<file path="config.mk">
export PLATFORM = sky130hd
export DESIGN_NAME = buf_axis_tx
export DESIGN_NICKNAME = d
export VERILOG_FILES = /design/src/rtl/buf_axis_tx_pkg.sv /design/src/rtl/buf_axis_tx.sv
export SDC_FILE = /design/constraint.sdc
export NUM_CORES = 1
export LEC_CHECK = 0
export BUFFER_PORTS_ARGS = -buffer_cell sky130_fd_sc_hd__buf_2
export CORE_AREA = 2 2 83 85
export DETAILED_ROUTE_END_ITERATION = 10
export DIE_AREA = 0 0 85 87
export PLACE_DENSITY = 0.78
export SETUP_SLACK_MARGIN = 0.15
export SKIP_LAST_GASP = 1
export SYNTH_ARGS = -nofsm -noshare
export SYNTH_HDL_FRONTEND = slang
export SYNTH_SLANG_ARGS = --single-unit
</file>
<file path="constraint.sdc">
create_clock -name clk -period 4.2 [get_ports clk]
set_input_delay 0.84 -clock clk [delete_from_list [all_inputs] [get_ports clk]]
set_output_delay 0.84 -clock clk [all_outputs]
set_load 0.02 [all_outputs]
</file>
<file path="src/rtl/buf_axis_tx_pkg.sv">
// Shared defaults and types for the buffer-to-AXI-Stream drain block.
package buf_axis_tx_pkg;

  localparam int DEF_DWIDTH = 32;
  localparam int DEF_LENW   = 8;
  localparam int DEF_PKTW   = 16;

  // The only "state machine" is implied by the beat counter being zero or not.
  typedef enum logic {
    PH_IDLE   = 1'b0,
    PH_IN_PKT = 1'b1
  } phase_e;

endpackage

</file>
<file path="src/rtl/buf_axis_tx.sv">
// Pops words from the FIFO read port and frames them as an AXI4-Stream master
// with a single registered output stage and programmable packet length.
module buf_axis_tx
  import buf_axis_tx_pkg::*;
#(
  parameter int DWIDTH = DEF_DWIDTH,
  parameter int LENW   = DEF_LENW,
  parameter int PKTW   = DEF_PKTW
) (
  input  logic              clk,
  input  logic              rst,
  input  logic              enable,
  input  logic [LENW-1:0]   pkt_len,
  input  logic              buf_isempty,
  input  logic [DWIDTH-1:0] buf_rdata,
  output logic              buf_re,
  output logic              m_tvalid,
  output logic [DWIDTH-1:0] m_tdata,
  output logic              m_tlast,
  input  logic              m_tready,
  output logic              busy,
  output logic [PKTW-1:0]   pkt_sent
);

  logic [LENW-1:0]   beat_cnt_q, beat_cnt_d;
  logic [LENW-1:0]   len_q, len_d;
  logic              tvalid_q, tvalid_d;
  logic [DWIDTH-1:0] tdata_q, tdata_d;
  logic              tlast_q, tlast_d;
  logic [PKTW-1:0]   sent_q, sent_d;

  phase_e          phase;
  logic [LENW-1:0] eff_len;
  logic            last_beat;
  logic            load;
  logic            accept;

  assign phase  = (beat_cnt_q == '0) ? PH_IDLE : PH_IN_PKT;
  assign accept = tvalid_q && m_tready;

  // The stage may refill in the same cycle its beat is taken, giving 1 beat/cycle.
  assign load = enable && !buf_isempty && (!tvalid_q || m_tready);

  // Length is latched only at the first beat so mid-packet changes are ignored.
  assign eff_len   = (phase == PH_IDLE) ? ((pkt_len == '0) ? LENW'(1) : pkt_len) : len_q;
  assign last_beat = (beat_cnt_q == eff_len - LENW'(1));

  always_comb begin
    beat_cnt_d = beat_cnt_q;
    len_d      = len_q;
    tvalid_d   = tvalid_q;
    tdata_d    = tdata_q;
    tlast_d    = tlast_q;
    sent_d     = sent_q;

    if (accept && tlast_q)
      sent_d = sent_q + PKTW'(1);

    if (load) begin
      tvalid_d   = 1'b1;
      tdata_d    = buf_rdata;
      tlast_d    = last_beat;
      beat_cnt_d = last_beat ? '0 : beat_cnt_q + LENW'(1);
      if (phase == PH_IDLE)
        len_d = eff_len;
    end else if (accept) begin
      tvalid_d = 1'b0;
    end
  end

  always_ff @(posedge clk or posedge rst) begin
    if (rst) begin
      beat_cnt_q <= '0;
      len_q      <= '0;
      tvalid_q   <= 1'b0;
      tdata_q    <= '0;
      tlast_q    <= 1'b0;
      sent_q     <= '0;
    end else begin
      beat_cnt_q <= beat_cnt_d;
      len_q      <= len_d;
      tvalid_q   <= tvalid_d;
      tdata_q    <= tdata_d;
      tlast_q    <= tlast_d;
      sent_q     <= sent_d;
    end
  end

  assign buf_re   = load;
  assign m_tvalid = tvalid_q;
  assign m_tdata  = tdata_q;
  assign m_tlast  = tlast_q;
  assign busy     = (phase == PH_IN_PKT) || tvalid_q;
  assign pkt_sent = sent_q;

endmodule

</file>
# ---- Word level (Yosys, flattened, before mapping)
# Index checks and enable logic that the tools add are counted.
dict set report totals {
  regBits 66
  input_bits 45
  output_inout_bits 52
  elab_cells 28
}
dict set report op_classes {
  add_sub_neg 3
  eq_ne 1
  mux 6
  reduce_logical 12
}
# op count
set op_table {}
lappend op_table {{2-to-1 mux 8 bit} 3}
lappend op_table {{adder 16 x 1 -> 16 bit (second input constant)} 1}
lappend op_table {{zero test 8 bit} 2}
lappend op_table {{adder 8 x 1 -> 8 bit (second input constant)} 1}
lappend op_table {{== test 8 bit} 1}
lappend op_table {{subtractor 8 x 1 -> 8 bit (second input constant)} 1}
lappend op_table {{logical AND 1 bit} 4}
lappend op_table {{2-to-1 mux 1 bit} 3}
lappend op_table {{zero test 1 bit} 2}
lappend op_table {{logical OR 1 bit} 2}
lappend op_table {{AND reduction 2 bit} 1}
lappend op_table {{nonzero test 2 bit} 1}

# ---- Depth between registers and ports, before layout
dict set report depth {
  word_depth 6
  depth_mapped 13
  depth_no_buf 12
}

# ---- Least setup slack after synthesis
# OpenSTA, ideal clock, no wires.
dict set report synth_timing {
  path_type {register to register}
  start {reg beat_cnt_q[0]}
  end {reg tlast_q, in the netlist m_tlast}
  setup_time_ns 0.125
  arrival_ns 2.853
  required_time_ns 4.075
  path_slack_ns 1.222
  path_stages_with_launch 14
  n_path_buf 1
  period_less_slack_ns 2.978
  path_cell_list {dfrtp_1 inv_1 ha_1 or4b_4 o21ai_0 o21a_1 ha_1 nor4b_1 xnor2_1 mux2i_1 o2111a_1 and2_4 buf_6 mux2_4}
}
dict set report synth_between {
  elab_chain_cells 4
}
# element line
set synth_lines {}
lappend synth_lines {{start: declaration} buf_axis_tx.sv:25} ;# logic [LENW-1:0] beat_cnt_q, beat_cnt_d;
lappend synth_lines {{start signal: assignment} buf_axis_tx.sv:80} ;# beat_cnt_q <= beat_cnt_d;
lappend synth_lines {{zero test 8 bit} buf_axis_tx.sv:38} ;# assign phase = (beat_cnt_q == '0) ? PH_IDLE : PH_IN_PKT;
lappend synth_lines {{2-to-1 mux 8 bit} buf_axis_tx.sv:45} ;# assign eff_len = (phase == PH_IDLE) ? ((pkt_len == '0) ? LENW'(1) : pkt_len) : len_q;
lappend synth_lines {{subtractor 8 x 1 -> 8 bit} buf_axis_tx.sv:46} ;# assign last_beat = (beat_cnt_q == eff_len - LENW'(1));
lappend synth_lines {{== test 8 bit *} buf_axis_tx.sv:46}
lappend synth_lines {{end signal: assignment} buf_axis_tx.sv:84} ;# tlast_q <= tlast_d;
lappend synth_lines {{end: declaration} buf_axis_tx.sv:29} ;# logic tlast_q, tlast_d;
# Mark *: on every way between the ends. The rest lies on a longest branch, timed or not.
# A chain may end at the register's enable or synchronous reset.

# ---- Final worst setup path
# Ends and elaborated chain as after synthesis.

==> run metrics <==
Hold WS=0.466 ns; post-cts sizing count=0; number of enable flip-flop cells after synthesis=0; Routed Antenna Nets=0; internal power=1.19 mW; critical path, cell by cell=inv_1 > ha_1 > or4b_4 > o21ai_0 > o21a_1 > ha_1 > nor4b_1 > xnor2_1 > mux2i_1 > o2111a_1 > and2_4 > mux2_4; WP data arrival=3.45 ns; Tmin final=3.23 ns; sequential share of power=45.6%; part of the cycle the worst path needs=76.9%; Final Max Slew Viols=0; clock latency on the worst-skew pair=0.33 ns; Die Width=85 µm; core area=0.00657 mm²; vias in the first global route=2727; CTS Buf Count=9; Syn. warnings=0; GP Congestion=0.931; Congestion Overflow GR=0; DIE HEIGHT=87 µm; Post-route DRC=0; CP Class=flop to flop; Fin Clk Skew=0.00502 ns; max frequency=310 MHz; post-synthesis xor/xnor area fraction=7.27%; Area contributors post-synth=dfrtp_1 51%, nand2_1 14%, xnor2_1 4.0%; Top FF cell, synth=dfrtp_1; share of cells above drive strength 1=29.6%; Final Hold Fails=0; max-cap violations=0; commonest cells after routing, fill and taps aside=118 x nand2_1, 96 x buf_2, 66 x dfrtp_1; total number of vias=2745; Final nets=491; Initial Util=49.5%; cell area power density=429 mW/mm²; H-tree levels=3; via/cell ratio=5.22; largest family of logic cells by synthesized area=simple AND/OR/NAND/NOR gates; # clock sinks=66; routed length per placed instance=13.8 µm; post-synthesis simple-gate area fraction=25.1%; RSZ-0062 raised after global routing=false; Compound-Gate Fraction of Synth Area=7.89%; clk buf depth=2; CTS tree=yes; status=finished clean; GRT Total Usage=20.6%; Total Wirelength=7.25 mm; Port Buffers=96; Max stage delay cell, worst path=or4b_4; critical path endpoint category=flop; Leak=2.13 nW; Area Growth Syn to Fin=22.6%; Cell variety after synth=48; # diodes=0; setup_tns=0 ns; Synth area leader=dfrtp_1; Hold Crit Class=flop to flop; Top Family by Delay on Critical Path=simple AND/OR/NAND/NOR gates; WP data required=4.42 ns; sw frac=30.6%; Clk pwr share=33.4%; FFs w/ async S/R, synth=100%; Yosys reg bits=66; CP most frequent cell=ha_1; Switch Pwr=0.523 mW; most common cell after layout, fill and taps aside=nand2_1; Worst Path Buf+Inv=1; root buffer cell=clkbuf_8; Logic pwr share=21.1%; initial antenna violation count=0; Worst Tran Pin Value=0.670 ns; mux cell area share after synthesis=3.58%; Row Count=30; # hold bufs at CTS=0; worst-path maximum fanout=7; Post-Synth Adder-Cell Area=1.54%; mean area per synthesized cell=9.34 µm²; Startpoint Class=flop; Cells after Synth=348; Mapped Nets=397; # setup viols final=0; global-route wire length before repair=12.2 mm; Initial DRT Pass Iterations=4; Slew HR=55.3%; Critical Path Max Stage Delay=0.55 ns; Post-CTS Setup Bufs=0; post-synthesis sequential area ratio=50.8%; Starting DRT DRC Count=90; Total Die Area=0.00740 mm²; Top Ports=97; clock slew at reported path FFs=0.07 ns; Post-Syn Area=0.00325 mm²; worst vdd ir=0.000223 V; share of the synthesized area in the top cell type=50.8%; largest net degree at the start of global routing=38; DP HPWL=5.16 mm
## layout make-up
type	count	area, µm²
clock buffer	11	131
timing repair buffer	100	510
clock inverter	4	76.3
multi-input combinational	254	1480
fill	567	2580
sequential	66	1650
inverter	11	41.3
tap	80	100
## worst reg2reg max path: cells and delay by family, from the launching register on
family / cells / cell delay, ns
AOI/OAI and AO/OA: 3 / 0.59
xor gates and xnor gates: 1 / 0.17
adders and majority gates: 2 / 0.44
buffers and inverters: 1 / 0.10
DFF: 1 / 0.44
muxes: 2 / 0.34
and+or+nand+nor: 3 / 1.05
## cell families after synthesis
kind of cell,after synthesis
buffers and inverters,28
AO/OA/AOI/OAI,38
XOR/XNOR,27
adder cells (fa/ha/maj),4
AND/OR/NAND/NOR,175
multiplexers,10
flip-flops,66
## layer usage
metal / track usage [%] / vias to the layer above / wire (µm)
li1: - / 1342 / -
met1: 26.2 / 1281 / 3200
met2: 31.8 / 110 / 3330
met3: 5.88 / 12 / 577
met4: 11.0 / 0 / 143
met5: 0 / - / 0
## state kept, by name (all words and copies together) (netlist names)
signal and count:
m_tlast 1, pkt_sent 16, m_tvalid 1, len_q 8, m_tdata 32, beat_cnt_q 8
## Yosys cell counts, types with 4 or more instances
master    instances
nand4_1           6
nand2_1         118
o21ai_0           9
xor2_1           12
inv_1            10
nor3_1            5
nand3_1           8
dfrtp_1          66
xnor2_1          15
nor4_1            5
nor2_1            9
a21oi_1           9
mux2_2            5
nand2b_1          5
clkbuf_1          9
ha_1              4
## power by group through the flow
stage	Sequential [mW]	Combinational, mW	Clock [mW]
floorplan	0.814	0.220	0
global placement	0.786	0.356	0
detailed placement	0.787	0.363	0
CTS	0.778	0.362	0.581
global route	0.792	0.403	0.606
finish	0.779	0.360	0.570
## metrics by stage
step	utilization [%]	worst slack [ns]	cell area, µm²	instances	power (mW)
final	60.7	0.971	3990	526	1.71
after CTS	60.7	1.01	3990	526	1.72
after global placement	57.5	1.08	3780	511	1.14
after global routing	60.7	0.781	3990	526	1.80
after floorplan	-	1.22	3250	348	1.03
after detailed placement	57.5	1.01	3780	511	1.15
## final timing paths
| check | startpoint | to | slack, ns | depth (start not counted) |
|---|---|---|---|---|
| max | beat_cnt_q[0] | m_tlast | 0.97 | 12 |
| min | pkt_sent[15] | pkt_sent[15] | 0.47 | 1 |
| max reg2reg | beat_cnt_q[0] | m_tlast | 0.97 | 12 |
| min reg2reg | pkt_sent[15] | pkt_sent[15] | 0.47 | 1 |
| max in group asynchronous | rst | len_q[3] | 2.71 | 3 |
| min in group asynchronous | rst | m_tdata[4] | 0.60 | 2 |
(Power assumes the default switching activity.)
